**src/rtl/fp_operand_unpack.sv**
```systemverilog
// Front-end decoder for the FP adder: splits two IEEE-754 singles into sign/exponent/significand,
// classifies them and orders them so X is the larger magnitude, through a 2-stage valid/ready pipe.
module fp_operand_unpack #(
  parameter bit FLUSH_DENORM = 1'b0,
  parameter bit SWAP_EN      = 1'b1
) (
  input  logic        clk,
  input  logic        rst_n,
  input  logic        in_valid,
  output logic        in_ready,
  input  logic [31:0] A,
  input  logic [31:0] B,
  output logic        out_valid,
  input  logic        out_ready,
  output logic        signX,
  output logic        signY,
  output logic [7:0]  expX,
  output logic [7:0]  expY,
  output logic [23:0] mantX,
  output logic [23:0] mantY,
  output logic [2:0]  classX,
  output logic [2:0]  classY,
  output logic [7:0]  expDiff,
  output logic        swapped,
  output logic        special
);

  typedef enum logic [2:0] {
    CLS_ZERO   = 3'd0,
    CLS_DENORM = 3'd1,
    CLS_NORMAL = 3'd2,
    CLS_INF    = 3'd3,
    CLS_QNAN   = 3'd4,
    CLS_SNAN   = 3'd5
  } fp_class_e;

  typedef struct packed {
    logic        sign;
    logic [7:0]  exp;
    logic [23:0] mant;
    fp_class_e   cls;
  } operand_t;

  function automatic operand_t decode(input logic [31:0] w);
    operand_t   o;
    logic [7:0]  e;
    logic [22:0] f;
    e      = w[30:23];
    f      = w[22:0];
    o.sign = w[31];
    o.exp  = (e == 8'd0) ? 8'd1 : e;
    o.mant = {(e != 8'd0), f};
    if (e == 8'd0) begin
      if (f == 23'd0) begin
        o.cls = CLS_ZERO;
      end else if (FLUSH_DENORM) begin
        o.cls  = CLS_ZERO;
        o.mant = '0;
      end else begin
        o.cls = CLS_DENORM;
      end
    end else if (e == 8'hFF) begin
      if (f == 23'd0)  o.cls = CLS_INF;
      else if (f[22])  o.cls = CLS_QNAN;
      else             o.cls = CLS_SNAN;
    end else begin
      o.cls = CLS_NORMAL;
    end
    return o;
  endfunction

  logic        s1_valid_q, s1_valid_d;
  logic        s2_valid_q, s2_valid_d;
  logic [31:0] a_q, b_q;
  operand_t    x_q, y_q;
  logic [7:0]  diff_q;
  logic        swapped_q, special_q;

  logic        s1_load, s2_load;
  operand_t    op_a, op_b, x_d, y_d;
  logic [7:0]  diff_d;
  logic        swap_d, special_d;

  // Stage 1 is free whenever stage 2 is empty or draining, so a full pipe still flows at full rate.
  assign in_ready = !s1_valid_q || !s2_valid_q || out_ready;
  assign s1_load  = in_valid && in_ready;
  assign s2_load  = s1_valid_q && (!s2_valid_q || out_ready);

  // NOTE: every signal written here gets a value before any branch, so no latch can be inferred.
  always_comb begin
    s1_valid_d = s1_valid_q;
    if (s2_load) s1_valid_d = 1'b0;
    if (s1_load) s1_valid_d = 1'b1;

    s2_valid_d = s2_valid_q;
    if (out_ready) s2_valid_d = 1'b0;
    if (s2_load)   s2_valid_d = 1'b1;

    op_a      = decode(a_q);
    op_b      = decode(b_q);
    swap_d    = SWAP_EN && (b_q[30:0] > a_q[30:0]);
    x_d       = swap_d ? op_b : op_a;
    y_d       = swap_d ? op_a : op_b;
    diff_d    = (x_d.exp >= y_d.exp) ? (x_d.exp - y_d.exp) : (y_d.exp - x_d.exp);
    special_d = (op_a.cls inside {CLS_INF, CLS_QNAN, CLS_SNAN}) ||
                (op_b.cls inside {CLS_INF, CLS_QNAN, CLS_SNAN});
  end

  // NOTE: sequential state uses non-blocking assignments so all registers update together at the edge.
  always_ff @(posedge clk) begin
    if (!rst_n) begin
      s1_valid_q <= 1'b0;
      s2_valid_q <= 1'b0;
      a_q        <= '0;
      b_q        <= '0;
      x_q        <= '0;
      y_q        <= '0;
      diff_q     <= '0;
      swapped_q  <= 1'b0;
      special_q  <= 1'b0;
    end else begin
      s1_valid_q <= s1_valid_d;
      s2_valid_q <= s2_valid_d;
      if (s1_load) begin
        a_q <= A;
        b_q <= B;
      end
      if (s2_load) begin
        x_q       <= x_d;
        y_q       <= y_d;
        diff_q    <= diff_d;
        swapped_q <= swap_d;
        special_q <= special_d;
      end
    end
  end

  assign out_valid = s2_valid_q;
  assign signX     = x_q.sign;
  assign signY     = y_q.sign;
  assign expX      = x_q.exp;
  assign expY      = y_q.exp;
  assign mantX     = x_q.mant;
  assign mantY     = y_q.mant;
  assign classX    = x_q.cls;
  assign classY    = y_q.cls;
  assign expDiff   = diff_q;
  assign swapped   = swapped_q;
  assign special   = special_q;

endmodule
```
**config.mk**
```make
export PLATFORM = sky130hd
export DESIGN_NAME = fp_operand_unpack
export DESIGN_NICKNAME = d
export VERILOG_FILES = /design/src/rtl/fp_operand_unpack.sv
export SDC_FILE = /design/constraint.sdc
export NUM_CORES = 1
export LEC_CHECK = 0
export BUFFER_PORTS_ARGS = -buffer_cell sky130_fd_sc_hd__buf_2
export CAP_MARGIN = 0
export CORE_UTILIZATION = 55
export CTS_CLUSTER_DIAMETER = 200
export DETAILED_ROUTE_END_ITERATION = 8
export GPL_TIMING_DRIVEN = 1
export PLACE_DENSITY = 0.89
export SLEW_MARGIN = 20
export SYNTH_ARGS = -nofsm -noshare
export SYNTH_HDL_FRONTEND = slang
export SYNTH_SLANG_ARGS = --single-unit
```
**constraint.sdc**
```tcl
create_clock -name clk -period 8.74 [get_ports clk]
set_input_delay 1.311 -clock clk [delete_from_list [all_inputs] [get_ports clk]]
set_output_delay 1.311 -clock clk [all_outputs]
set_load 0.01 [all_outputs]
```
==> results.md <==
- Net count, final: 1198
- Share of post-route cells with drive strength above 1: 0.1849
- Critical Path End Type: flop
- Slew Viols, Final: 0
- Largest net degree at the start of global routing: 109
- Vias in the first global route: 6766
- Pre-CTS setup slack: about 3.4 ns
- GRT overflow: 0
- Residual DRC count: 0
- Post-synth top flop: dfxtp_1
- Worst-Skew Late Latency: 0.43 ns
- Final-report setup violation count: 0
- Seq/Total Area, Yosys: 0.3940
- Root buffer selected by CTS: clkbuf_16
- TritonCTS Buffers: 17
- F_max: 183.5 MHz
- Synth area leaders: dfxtp_1 39%, nand2_1 9.4%, ha_1 7.5%, a21oi_1 7.3%, nor2_1 5.2%
- Clock slew at reported path FFs: 0.06 ns
- Drt wl/cell: 15.81 um
- TNS Setup: 0 ns
- CTS tree: built
- Final Hold Viols: 0
- FFs w/ async S/R, synth: 0
- # rows: 42
- Final setup margin: between 3 and 4 ns
- First-pass GRT wire length: 32.98 mm
- Reg2reg setup slack: 3.29 ns
- Critical Path AT: 5.74 ns
- Post-Syn Instances: 972
- Area of the core: 13300 um2
- CTS resizes: 0
- Commonest non-fill, non-tap cell in the layout: nand2_1
- Worst Tran Pin Value: around 1.1 ns
- Cts hold-fix bufs: 0
- Crit path from: a_q[24]$_SDFFE_PN0P_
- Commonest cells after routing, fill and taps aside: 187 x nand2_1, 151 x buf_2, 148 x dfxtp_1, 110 x a21oi_1, 104 x nor2_1
- Die area: between 10000 and 15000 um2
- GRT Total Usage: 0.2918
- CP Class: flop to flop
- Synth unique cells: 47
- IO Count: around 150
- Crit share post-route: 0.6235
- Starting Density: 0.5656
- ANT cells: 0
- Layout area overhead: 18.57%
- Post-synth EDFFs: 0
- Crit Path Max Fanout: 93
- Clock sink total: about 150
- Leak: 0.003970 uW
- H-tree levels: 4
- Number of synthesized register bits: ~150
- Final min period: 5.449 ns
- Post-route ant nets: 0
- Worst R2R End: expDiff[3]$_SDFFE_PN0P_
- Worst Path Required: 9.03 ns
- Worst Skew: about 0.011 ns
- Critical path destination: expDiff[3]$_SDFFE_PN0P_
- Cell taking the most area after synthesis: dfxtp_1
- Outcome: completed
- Syn Nets: 1085
- Pwr dens: between 200 and 250 nW/um2
- Vias: 7281
- Initial DRC count: 638
- Worst IR Drop VDD: 0.0001557 V
- Port Buffer Count: about 150
- Vias per Instance: 5.715
- FF-to-FF Start: a_q[24]$_SDFFE_PN0P_
- Synth warn: 0
- Hold WC Path Type: flop to flop
- Post-CTS Setup Bufs: 0
- Reg2Reg Depth: 17
- WL final: 20.15 mm
- DP HPWL: 14.25 mm
- Startpoint types: flop
- Final RePlAce weighted congestion: 0.8862
- Clk buf depth: 2
- Die W: 118.9 um
- Cell Area, Synth: 7520 um2
- RSZ-0062 raised after global routing: no
- Slew HR: 0.2673
- Mapped Avg Cell Area: roughly 7.7 um2
- First-pass DRT Iterations: 6
- Die height: approximately 120 um
- Initial antenna violation count: 0
- Top cell type's share of synthesized area: 0.3940
- Max Cap Viol: 0
- Filler cells: 1108
sequential cells by signal, summed over array words and instances (netlist names), 3 cells and up:
register,flops
a_q,32
b_q,32
mantX,24
mantY,24
expDiff,8
expX,8
expY,8
classX,3
classY,3
worst max-delay path, cell delays in order, from the launching register on:
cell	delay [ns]
dfxtp_1	0.48
inv_1	0.12
ha_1	0.32
nand4_1	0.12
or4_1	0.63
or2_4	0.32
nand2_4	0.20
buf_4	0.86
a21oi_1	0.31
ha_1	0.44
nand3_1	0.12
nor2_1	0.19
nand3_1	0.10
a31oi_1	0.26
or3_1	0.32
mux2i_1	0.27
xnor2_1	0.15
a21oi_1	0.08
cell usage after synthesis (6+ instances only):
cell,count
a211oi_1,43
a21oi_1,110
a31oi_1,8
clkbuf_1,54
dfxtp_1,148
ha_1,45
inv_1,49
mux2i_1,37
nand2_1,189
nand4_1,11
nor2_1,104
nor3_1,10
nor4_1,16
o211ai_1,29
o21a_1,6
o21ai_0,38
o21bai_1,6
cells by family (layout without fill, tap and decap cells):
kind of cell / after synthesis / in the layout / share of synthesized area
xor+xnor: 5 / 5 / 0.005823
simple gates: 364 / 364 / 0.2058
mux: 39 / 39 / 0.05225
fa+ha+maj: 45 / 45 / 0.07488
flops: 148 / 148 / 0.3940
compound gates: 258 / 258 / 0.2102
buf+inv: 113 / 239 / 0.05707
cell type report:
type                            count  area [um2]  share of cell area
Inverter                           50       190.2             0.02133
Sequential cell                   148        2963              0.3323
Timing Repair Buffer              157       800.8             0.08981
Tap cell                          176       220.2             0.02470
Clock buffer                       21       470.5             0.05276
Multi-Input combinational cell    711        4146              0.4651
Clock inverter                     11       125.1             0.01403
worst min-delay path by stage:
| stage | startpoint | to | slack (ns) | cells after the start |
|---|---|---|---|---|
| 2_1_floorplan | a_q[31]$_SDFFE_PN0P_ | a_q[31]$_SDFFE_PN0P_ | 0.45 | 2 |
| 3_3_place_gp | mantY[23]$_SDFFE_PN0P_ | mantY[23]$_SDFFE_PN0P_ | 0.44 | 2 |
| 3_5_place_dp | expY[0]$_SDFFE_PN0P_ | expY[0]$_SDFFE_PN0P_ | 0.44 | 2 |
| 4_1_cts | mantX[23]$_SDFFE_PN0P_ | mantX[23]$_SDFFE_PN0P_ | 0.46 | 2 |
| 5_1_grt | expX[0]$_SDFFE_PN0P_ | expX[0]$_SDFFE_PN0P_ | 0.48 | 2 |
| 6_report | mantX[23]$_SDFFE_PN0P_ | mantX[23]$_SDFFE_PN0P_ | 0.46 | 2 |
power breakdown:
| group | internal (uW) | switching (uW) | leakage, uW | total (uW) |
|---|---|---|---|---|
| Sequential | 722 | 39.7 | 0.00122 | 762 |
| Combinational | 196 | 300 | 0.00247 | 496 |
| Clock | 443 | 288 | 0.000278 | 731 |
| Total | 1360 | 628 | 0.00397 | 1990 |
routing by layer:
metal  track usage  routed length, um  vias to the layer above
li1              -                  -                     3598
met2        0.4613               9195                      261
met5             0                  0                        -
met4        0.1076                457                        0
met3       0.06322               1207                       33
met1        0.3901               9284                     3389
metrics by stage:
step	hold WS (ns)	area (um2)	total power, uW	utilization	cells
4_1_cts	0.4573	8916	1983	0.6706	1274
3_5_place_dp	0.4447	8320	1259	0.6258	1242
5_1_grt	0.4785	8916	2078	0.6706	1274
2_1_floorplan	0.4483	7520	1127	-	972
3_3_place_gp	0.4385	8320	1252	0.6258	1242
6_report	0.4552	8916	1989	0.6706	1274
(Power assumes the default switching activity.)
